[src/rtl/spi_target_pkg.sv]
// spi_target_pkg
//   Shared definitions for the SPI target register interface: default
//   address/data widths, command encodings, the frame FSM state type and a
//   command-validity helper.
package spi_target_pkg;

  localparam int SPI_ADDR_WIDTH = 3;
  localparam int SPI_DATA_WIDTH = 18;

  localparam logic [1:0] CMD_WR = 2'b10;
  localparam logic [1:0] CMD_RD = 2'b01;

  typedef enum logic [2:0] {
    IDLE = 3'd0,
    CMD  = 3'd1,
    ADDR = 3'd2,
    TURN = 3'd3,
    DATA = 3'd4,
    DONE = 3'd5
  } spi_tgt_state_e;

  // Only the two defined command codes start a register access.
  function automatic logic cmd_is_valid(input logic [1:0] cmd);
    return (cmd == CMD_WR) || (cmd == CMD_RD);
  endfunction

endpackage

[src/rtl/spi_target_regif_sync.sv]
// spi_sync_edge
//   Two-flop synchronizer for one asynchronous SPI pin, followed by a history
//   flop used to produce single-cycle rise/fall pulses.
// Ports:
//   clk  in  system clock
//   rst  in  synchronous active-high reset
//   din  in  asynchronous pin
//   sync out synchronized level
//   rise out one-cycle pulse on a synchronized 0->1 transition
//   fall out one-cycle pulse on a synchronized 1->0 transition
// All flops reset to 0; a chip select already low at reset release therefore
// never produces a falling edge, which keeps a half-seen frame from starting.
module spi_sync_edge (
  input  logic clk,
  input  logic rst,
  input  logic din,
  output logic sync,
  output logic rise,
  output logic fall
);

  logic meta_r;
  logic sync_r;
  logic prev_r;

  // Synchronizer chain plus edge-history register
  always_ff @(posedge clk) begin
    if (rst) begin
      meta_r <= 1'b0;
      sync_r <= 1'b0;
      prev_r <= 1'b0;
    end else begin
      meta_r <= din;
      sync_r <= meta_r;
      prev_r <= sync_r;
    end
  end

  assign sync = sync_r;
  assign rise = sync_r & ~prev_r;
  assign fall = ~sync_r & prev_r;

endmodule

[src/rtl/spi_target_regif.sv]
// spi_target_regif
//   SPI mode-0 target that turns {cmd[1:0], addr[AW-1:0], turnaround, data}
//   frames into single-cycle register write/read strobes. SPI pins are
//   oversampled on clk (clk >= 8x SCK).
// Ports:
//   clk, rst                    system clock, synchronous active-high reset
//   spi_sck, spi_csn, spi_mosi  SPI inputs (asynchronous)
//   spi_miso                    read data to host, 0 when not driving
//   reg_wr_en/addr/data         one-cycle write strobe with address and data
//   reg_rd_en/addr              one-cycle read strobe with address
//   reg_rd_data                 read data, valid one cycle after reg_rd_en
//   frame_err                   one-cycle pulse on an aborted/invalid frame
module spi_target_regif
  import spi_target_pkg::*;
#(
  parameter int AW = SPI_ADDR_WIDTH,
  parameter int DW = SPI_DATA_WIDTH
) (
  input  logic          clk,
  input  logic          rst,
  input  logic          spi_sck,
  input  logic          spi_csn,
  input  logic          spi_mosi,
  output logic          spi_miso,
  output logic          reg_wr_en,
  output logic [AW-1:0] reg_wr_addr,
  output logic [DW-1:0] reg_wr_data,
  output logic          reg_rd_en,
  output logic [AW-1:0] reg_rd_addr,
  input  logic [DW-1:0] reg_rd_data,
  output logic          frame_err
);

  localparam int CW = $clog2(AW + DW + 32'd4);
  localparam logic [CW-1:0] CNT_ONE       = CW'(32'd1);
  localparam logic [CW-1:0] CNT_CMD_LAST  = CW'(32'd1);
  localparam logic [CW-1:0] CNT_ADDR_LAST = CW'(AW + 32'd1);
  localparam logic [CW-1:0] CNT_DATA_LAST = CW'(AW + DW + 32'd2);

  logic sck_sync_s, sck_rise_s, sck_fall_s;
  logic csn_sync_s, csn_rise_s, csn_fall_s;
  logic mosi_s, mosi_rise_s, mosi_fall_s;
  logic bit_s;
  logic unused_s;
  logic [DW-1:0] rx_next_s;

  spi_tgt_state_e state_r;
  logic [CW-1:0]  bcnt_r;
  logic [DW-2:0]  rx_sh_r;
  logic [DW-1:0]  tx_sh_r;
  logic [1:0]     cmd_r;
  logic [AW-1:0]  addr_r;
  logic           rd_load_r;

  spi_sync_edge u_sck (.clk(clk), .rst(rst), .din(spi_sck),
                       .sync(sck_sync_s), .rise(sck_rise_s), .fall(sck_fall_s));
  spi_sync_edge u_csn (.clk(clk), .rst(rst), .din(spi_csn),
                       .sync(csn_sync_s), .rise(csn_rise_s), .fall(csn_fall_s));
  spi_sync_edge u_mosi (.clk(clk), .rst(rst), .din(spi_mosi),
                        .sync(mosi_s), .rise(mosi_rise_s), .fall(mosi_fall_s));

  // SCK level and MOSI edges have no consumer.
  assign unused_s = ^{sck_sync_s, mosi_rise_s, mosi_fall_s};

  // A bit is sampled on each synchronized SCK rise while CSN is low.
  assign bit_s     = sck_rise_s & ~csn_sync_s;
  assign rx_next_s = {rx_sh_r, mosi_s};

  // Frame FSM, bit counter, RX/TX shift registers and register-bus strobes
  always_ff @(posedge clk) begin
    if (rst) begin
      state_r     <= IDLE;
      bcnt_r      <= '0;
      rx_sh_r     <= '0;
      tx_sh_r     <= '0;
      cmd_r       <= 2'b00;
      addr_r      <= '0;
      rd_load_r   <= 1'b0;
      spi_miso    <= 1'b0;
      reg_wr_en   <= 1'b0;
      reg_wr_addr <= '0;
      reg_wr_data <= '0;
      reg_rd_en   <= 1'b0;
      reg_rd_addr <= '0;
      frame_err   <= 1'b0;
    end else begin
      reg_wr_en <= 1'b0;
      reg_rd_en <= 1'b0;
      frame_err <= 1'b0;
      // Read data arrives one cycle after the strobe; capture it then.
      rd_load_r <= reg_rd_en;
      if (rd_load_r) begin
        tx_sh_r <= reg_rd_data;
      end
      if (csn_rise_s) begin
        // CSN high ends any frame; only a frame cut short is an error.
        frame_err <= (state_r != IDLE) && (state_r != DONE);
        state_r   <= IDLE;
        bcnt_r    <= '0;
        spi_miso  <= 1'b0;
      end else begin
        if (bit_s && (state_r != IDLE) && (state_r != DONE)) begin
          rx_sh_r <= rx_next_s[DW-2:0];
          bcnt_r  <= bcnt_r + CNT_ONE;
        end
        case (state_r)
          IDLE: begin
            // CSN fall takes effect first; a coincident SCK rise is bit 0.
            if (csn_fall_s) begin
              state_r <= CMD;
              if (sck_rise_s) begin
                rx_sh_r <= {{(DW-2){1'b0}}, mosi_s};
                bcnt_r  <= CNT_ONE;
              end else begin
                rx_sh_r <= '0;
                bcnt_r  <= '0;
              end
            end
          end
          CMD: begin
            if (bit_s && (bcnt_r == CNT_CMD_LAST)) begin
              cmd_r <= rx_next_s[1:0];
              if (cmd_is_valid(rx_next_s[1:0])) begin
                state_r <= ADDR;
              end else begin
                frame_err <= 1'b1;
                state_r   <= DONE;
              end
            end
          end
          ADDR: begin
            if (bit_s && (bcnt_r == CNT_ADDR_LAST)) begin
              addr_r  <= rx_next_s[AW-1:0];
              state_r <= TURN;
              if (cmd_r == CMD_RD) begin
                reg_rd_en   <= 1'b1;
                reg_rd_addr <= rx_next_s[AW-1:0];
              end
            end
          end
          TURN: begin
            if (bit_s) begin
              state_r <= DATA;
            end
          end
          DATA: begin
            // First fall in DATA presents the MSB; later falls shift.
            if (sck_fall_s && (cmd_r == CMD_RD)) begin
              spi_miso <= tx_sh_r[DW-1];
              tx_sh_r  <= {tx_sh_r[DW-2:0], 1'b0};
            end
            if (bit_s && (bcnt_r == CNT_DATA_LAST)) begin
              state_r <= DONE;
              if (cmd_r == CMD_WR) begin
                reg_wr_en   <= 1'b1;
                reg_wr_addr <= addr_r;
                reg_wr_data <= rx_next_s;
              end
            end
          end
          DONE: begin
            // Extra SCK activity is ignored until CSN rises.
            spi_miso <= 1'b0;
          end
          default: begin
            state_r <= IDLE;
          end
        endcase
      end
    end
  end

endmodule

[config.mk]
export PLATFORM = sky130hd
export DESIGN_NAME = spi_target_regif
export DESIGN_NICKNAME = d
export VERILOG_FILES = /design/src/rtl/spi_target_pkg.sv /design/src/rtl/spi_target_regif_sync.sv /design/src/rtl/spi_target_regif.sv
export SDC_FILE = /design/constraint.sdc
export NUM_CORES = 1
export LEC_CHECK = 0
export ABC_AREA = 1
export CORE_UTILIZATION = 45
export DETAILED_ROUTE_END_ITERATION = 7
export PLACE_DENSITY = 0.77
export SLEW_MARGIN = 20
export SYNTH_ARGS = -nofsm -noshare
export SYNTH_HDL_FRONTEND = slang
export SYNTH_SLANG_ARGS = --single-unit
[constraint.sdc]
create_clock -name clk -period 1.4 [get_ports clk]
set_input_delay 0.42 -clock clk [delete_from_list [all_inputs] [get_ports clk]]
set_output_delay 0.42 -clock clk [all_outputs]
set_load 0.005 [all_outputs]
### Word level (Yosys, flattened, before mapping)

Cells that the tools add are included.

| storage, ports and cells | value |
|---|---|
| bits in registers | 85 |
| logic and storage cells | 104 |
| input port bits | 23 |
| output and inout bits | 28 |

| cells by class | value |
|---|---|
| reduce and logical (&&, ||, !) cells | 20 |
| $add $sub $neg | 1 |
| mux-type cells | 27 |
| bitwise operators | 15 |
| equality and inequality tests | 19 |

Operators with widths:

| cell | count |
|---|---|
| 18-bit two-way mux | 4 |
| 17-bit two-way mux | 3 |
| 3-bit two-way mux | 6 |
| 3-bit one-hot mux with 6 select lines | 1 |
| 5-bit two-way mux | 3 |
| 2-bit != test, second input constant | 6 |
| 1-bit NOT | 10 |
| 1-bit two-way mux | 9 |
| 4-bit AND reduction | 2 |
| 4-bit OR reduction | 2 |
| 1-bit logical AND | 7 |
| 3-bit by 2-bit equality test with 1-bit output, second input constant | 2 |
| 3-bit equality test, second input constant | 2 |
| 3-bit AND reduction | 2 |
| 6-bit AND reduction | 1 |
| 5-bit by 1-bit adder with 5-bit output, second input constant | 1 |
| 1-bit AND | 5 |
| 5-bit by 1-bit equality test with 1-bit output, second input constant | 1 |
| 5-bit by 3-bit equality test with 1-bit output, second input constant | 1 |
| 5-bit equality test, second input constant | 1 |
| 2-bit by 1-bit equality test with 1-bit output, second input constant | 2 |
| 2-bit equality test, second input constant | 2 |
| 3-bit by 1-bit equality test with 1-bit output, second input constant | 1 |
| 3-bit zero test | 1 |
| 7 further kinds | 7 |

### Depth between registers and ports, before layout

| depth | value |
|---|---|
| word-level depth | 8 |
| mapped depth | 12 |
| depth with buffers taken out | 12 |

### Modules after synthesis

From an unflattened synthesis, not the netlist that was laid out.

| second synthesis, totals | value |
|---|---|
| cells, all modules | 528 |
| area total of the unflattened synthesis | 3846.2 µm² |

Modules (own cells, without submodules):

| module | area an instance (µm²) | sequential area each (µm²) | times used | cells an instance |
|---|---|---|---|---|
| spi_target_regif | 3564.7 | 1541.5 | 1 | 492 |
| spi_sync_edge | 93.8 | 60.1 | 3 | 12 |

### Worst setup path after synthesis

No wires, ideal clock.

| timing path | value |
|---|---|
| path type | register -> register |
| start | reg bcnt_r[0] |
| end | reg reg_wr_data[17] |
| slack | 13 ps |
| buffers on the path | 1 |
| setup time | 116 ps |
| cell stages (with the launch flop) | 10 |
| period minus slack after synthesis | 1387 ps |
| data arrival time | 1271 ps |
| required time | 1284 ps |
| cell sequence | dfxtp_1 ha_1 nand2_1 nor2_1 nand2_1 inv_1 nand2_2 clkbuf_1 o21ai_0 nor2_1 |

| on the way | value |
|---|---|
| longest elaborated chain between the ends | 3 |

Ends and longest elaborated chain:

| element | line | text |
|---|---|---|
| start, declared | spi_target_regif.sv:48 | `logic [CW-1:0] bcnt_r;` |
| start signal, assigned | spi_target_regif.sv:104 | `bcnt_r <= bcnt_r + CNT_ONE;` |
| 5-bit equality test | spi_target_regif.sv:152 | `if (bit_s && (bcnt_r == CNT_DATA_LAST)) begin` |
| 1-bit logical AND | spi_target_regif.sv:152 |  |
| 4-bit AND reduction (no line) | - |  |
| end signal, assigned | spi_target_regif.sv:157 | `reg_wr_data <= rx_next_s;` |
| end, declared | spi_target_regif.sv:27 | `output logic [DW-1:0] reg_wr_data,` |

Every way passes these cells.
A chain may end at the register's enable or synchronous reset.

### Worst setup path after layout

| timing path | value |
|---|---|
| start | reg bcnt_r[1] |
| end | reg reg_wr_data[16] |

The elaborated chain is that of the path after synthesis.

==> results.toml <==
[status]
status = "finished, violations left"
failed_checks = "setup timing"

[layout]
fin_area_um2 = 5170
drive_above_1_share_pct = 32.2
area.growth.synth_to_final_pct = 47.0
insertedDiodeCount = 0
final-instance-count-excl-fill = 679
fin_nets = 601
fillers = 568

[power_and_ir_drop]
seq_power_share_pct = 49.4
p_switching_uw = 1640
intPower_uw = 3710
power.static_leakage_uw = 0.00213
clockPowerShare_pct = 30.4
total_power_uw = 5340
comb_power_share_pct = 20.2
sw_frac_of_total_pct = 30.7
ir_drop_mv = 0.948
power_density_nw_per_um2 = 1030

[timing]
maxSlewHeadroom_pct = 78.4
fin_setup_tns_ns = -0.985
drv_slew = 0
fmax_mhz = 680
fin_crit_sh_pct = 105
hold_ws_ns = 0.407
clock_skew_ns = 0.00940
final-setup-viol-count = 26
tightest_slew_ns = 0.320
rsz0062_at_grt = "true"
finalWorstSetupSlack_ns = -0.0711
post-route-min-period_ns = 1.47
hold_viol = 0

[setup_path]
required_ns = 1.71
rr_worst_depth = 11
crit_type = "flip-flop to flip-flop"
critPathArrivalTime_ns = 1.78
timing.rr.end = "reg_wr_data[16]$_SDFFE_PP0P_"
rr_startpoint = "bcnt_r[1]$_SDFF_PP0_"
end_kind = "flip-flop"
startpoint_type = "flip-flop"
r2r_setup_slack_ns = -0.07
critPathMaxFanout = 8

[global_routing]
antenna_found_initial = 0
grt_max_degree = 37
grtUsageTotal_pct = 21.0
grt_pass1_wl_mm = 13.8
grt_pass1_vias = 3025
overflow = 0

[clock_network]
cts-root-buf = "clkbuf_8"
clk_path_buf_depth = 2
ctsHoldBuffers = 0
htreeDepth = 3
clk_pin_slew_ns = 0.09
insertion_delay_ns = 0.37
cts_tree = "yes"
cts_made_buffers = 9
cts.sinks = 85

[worst_hold_path]
min_path_cells = 2
hold_path.class = "flip-flop to flip-flop"
hold_path.startpoint = "u_csn.meta_r$_SDFF_PP0_"
holdPathEnd = "u_csn.sync$_SDFF_PP0_"

[yosys]
yosys_warnings = 0
avgSynthCellArea_um2 = 7.50
synthCells = 469
synth_cell_types = 30
syn_area_um2 = 3520
synth-seq-cells = 85
synth-seq-area-share_pct = 48.4
syn-num-nets = 495

[die]
core_area_um2 = 7410
start_util_pct = 47.5
dieHeight_um = 90.4
num_rows = 31
die_area_um2 = 8170
die_x_um = 90.4
pin_count = 51

[detailed_routing]
dr.pass1.iters = 4
detail-route-antenna-nets = 0
vias = 3405
routed_via_density = 5.01
route.detailed.drc = 0
drtIter0Drc = 232
wirelength_mm = 8.81
avgRoutedWirePerCell_um = 13.0

[placement]
dpl.cell_count = 630
globalplace.congestion = 0.791
port_buffers = 50
hpwlAfterDp_mm = 5.29
dpl_cell_area_um2 = 4310

[flow_run]
maxCapViolCount = 0
[flip-flops by register name (all words and copies together) (netlist names), 2 cells and up]
register / cells
addr_r: 3
bcnt_r: 5
cmd_r: 2
reg_rd_addr: 3
reg_wr_addr: 3
reg_wr_data: 18
rx_sh_r: 17
state_r: 3
tx_sh_r: 18
[routing by layer]
metal	track usage, %	up-vias	routed length [um]
li1	-	1733	-
met1	26.2	1578	3740
met2	34.4	80	4510
met3	6.40	14	402
met4	7.26	0	151
met5	0	-	0
[cells in the mapped netlist, drive strengths merged]
| cell | number | share of area [%] |
|---|---|---|
| inv | 59 | 6.4 |
| a21oi | 31 | 4.4 |
| o211ai | 1 | 0.21 |
| xor2 | 1 | 0.25 |
| buf | 11 | 2.7 |
| nand4 | 2 | 0.36 |
| o211a | 1 | 0.28 |
| o21ai | 70 | 10 |
| nor3b | 1 | 0.21 |
| nand3b | 1 | 0.21 |
| nand2 | 53 | 6.0 |
| ha | 3 | 1.1 |
| nand3 | 11 | 1.9 |
| nor2 | 87 | 9.7 |
| clkbuf | 11 | 1.2 |
| a211oi | 3 | 0.64 |
| xnor2 | 1 | 0.25 |
| nor3 | 37 | 5.9 |
| dfxtp | 85 | 48 |
[worst max-delay path, cell delays in order (launching register included)]
cell,delay (ns)
dfxtp_4,0.38
buf_12,0.10
ha_4,0.11
nand2_1,0.04
nor2_1,0.11
nand2_1,0.10
inv_2,0.08
nand2_4,0.09
inv_8,0.11
buf_8,0.13
o21ai_2,0.05
a21oi_1,0.11
[logic make-up after synthesis]
family	synth area share, %
AOI/OAI and AO/OA	15.5
xor gates and xnor gates	0.498
adders and majority gates	1.07
buffers and inverters	10.2
DFF	48.4
and+or+nand+nor	24.3
[power by group through the flow]
stage | sequential (uW) | combinational, uW | clock (uW)
CTS | 2630 | 909 | 1650
global placement | 2660 | 739 | 0
finish | 2640 | 1080 | 1620
global route | 2660 | 1180 | 1760
detailed placement | 2670 | 752 | 0
floorplan | 2650 | 472 | 0
[cell usage in the layout, fill, tap and decap left out, types with 5 or more instances in the layout]
master	n
a21oi_1	28
nor2_2	13
dfxtp_2	27
o21ai_0	39
buf_12	6
clkdlybuf4s50_1	22
dfxtp_1	54
inv_2	5
o21ai_2	11
buf_4	45
nand3_1	5
clkbuf_8	9
nor3_1	29
o21ai_1	20
nor2_1	68
nor3_2	5
nand2_2	7
buf_6	12
nand2_1	42
inv_1	49
clkdlybuf4s15_1	20
nor2_4	6
dlygate4sd2_1	8
[per-stage QoR]
step / utilization (%) / setup slack, ns
floorplan: - / 0.0129
global placement: 58.2 / -0.191
detailed placement: 58.2 / -0.215
CTS: 64.8 / -0.0634
global route: 69.8 / -0.183
finish: 69.8 / -0.0711
[final cells by class]
type / instances / area [um^2] / share of cell area, %
repair inverters: 2 / 17.5 / 0.339
multi-input cells: 303 / 1720 / 33.3
flip-flops and latches: 85 / 1750 / 33.9
clock buffers: 9 / 124 / 2.40
well taps: 99 / 124 / 2.40
inverters: 59 / 249 / 4.82
repair buffers: 115 / 1130 / 21.8
clock inverters: 7 / 56.3 / 1.09
[repair_timing]
action	4_1_cts	5_1_grt
gates cloned	2	2
setup buffers	13	16
setup endpoints to repair	68	90
resized for setup	128	84
pin swaps	16	23
[worst max path at each step]
stage / start / endpoint / cells past startpoint
2_1_floorplan: bcnt_r[0]$_SDFF_PP0_ / reg_wr_data[17]$_SDFFE_PP0P_ / 9
3_3_place_gp: rst / bcnt_r[1]$_SDFF_PP0_ / 5
3_5_place_dp: rst / bcnt_r[1]$_SDFF_PP0_ / 5
4_1_cts: bcnt_r[1]$_SDFF_PP0_ / reg_rd_addr[2]$_SDFFE_PP0P_ / 10
5_1_grt: bcnt_r[1]$_SDFF_PP0_ / reg_rd_addr[0]$_SDFFE_PP0P_ / 9
6_report: bcnt_r[1]$_SDFF_PP0_ / reg_wr_data[16]$_SDFFE_PP0P_ / 11
Note: power is estimated with default switching activity, not from simulation.
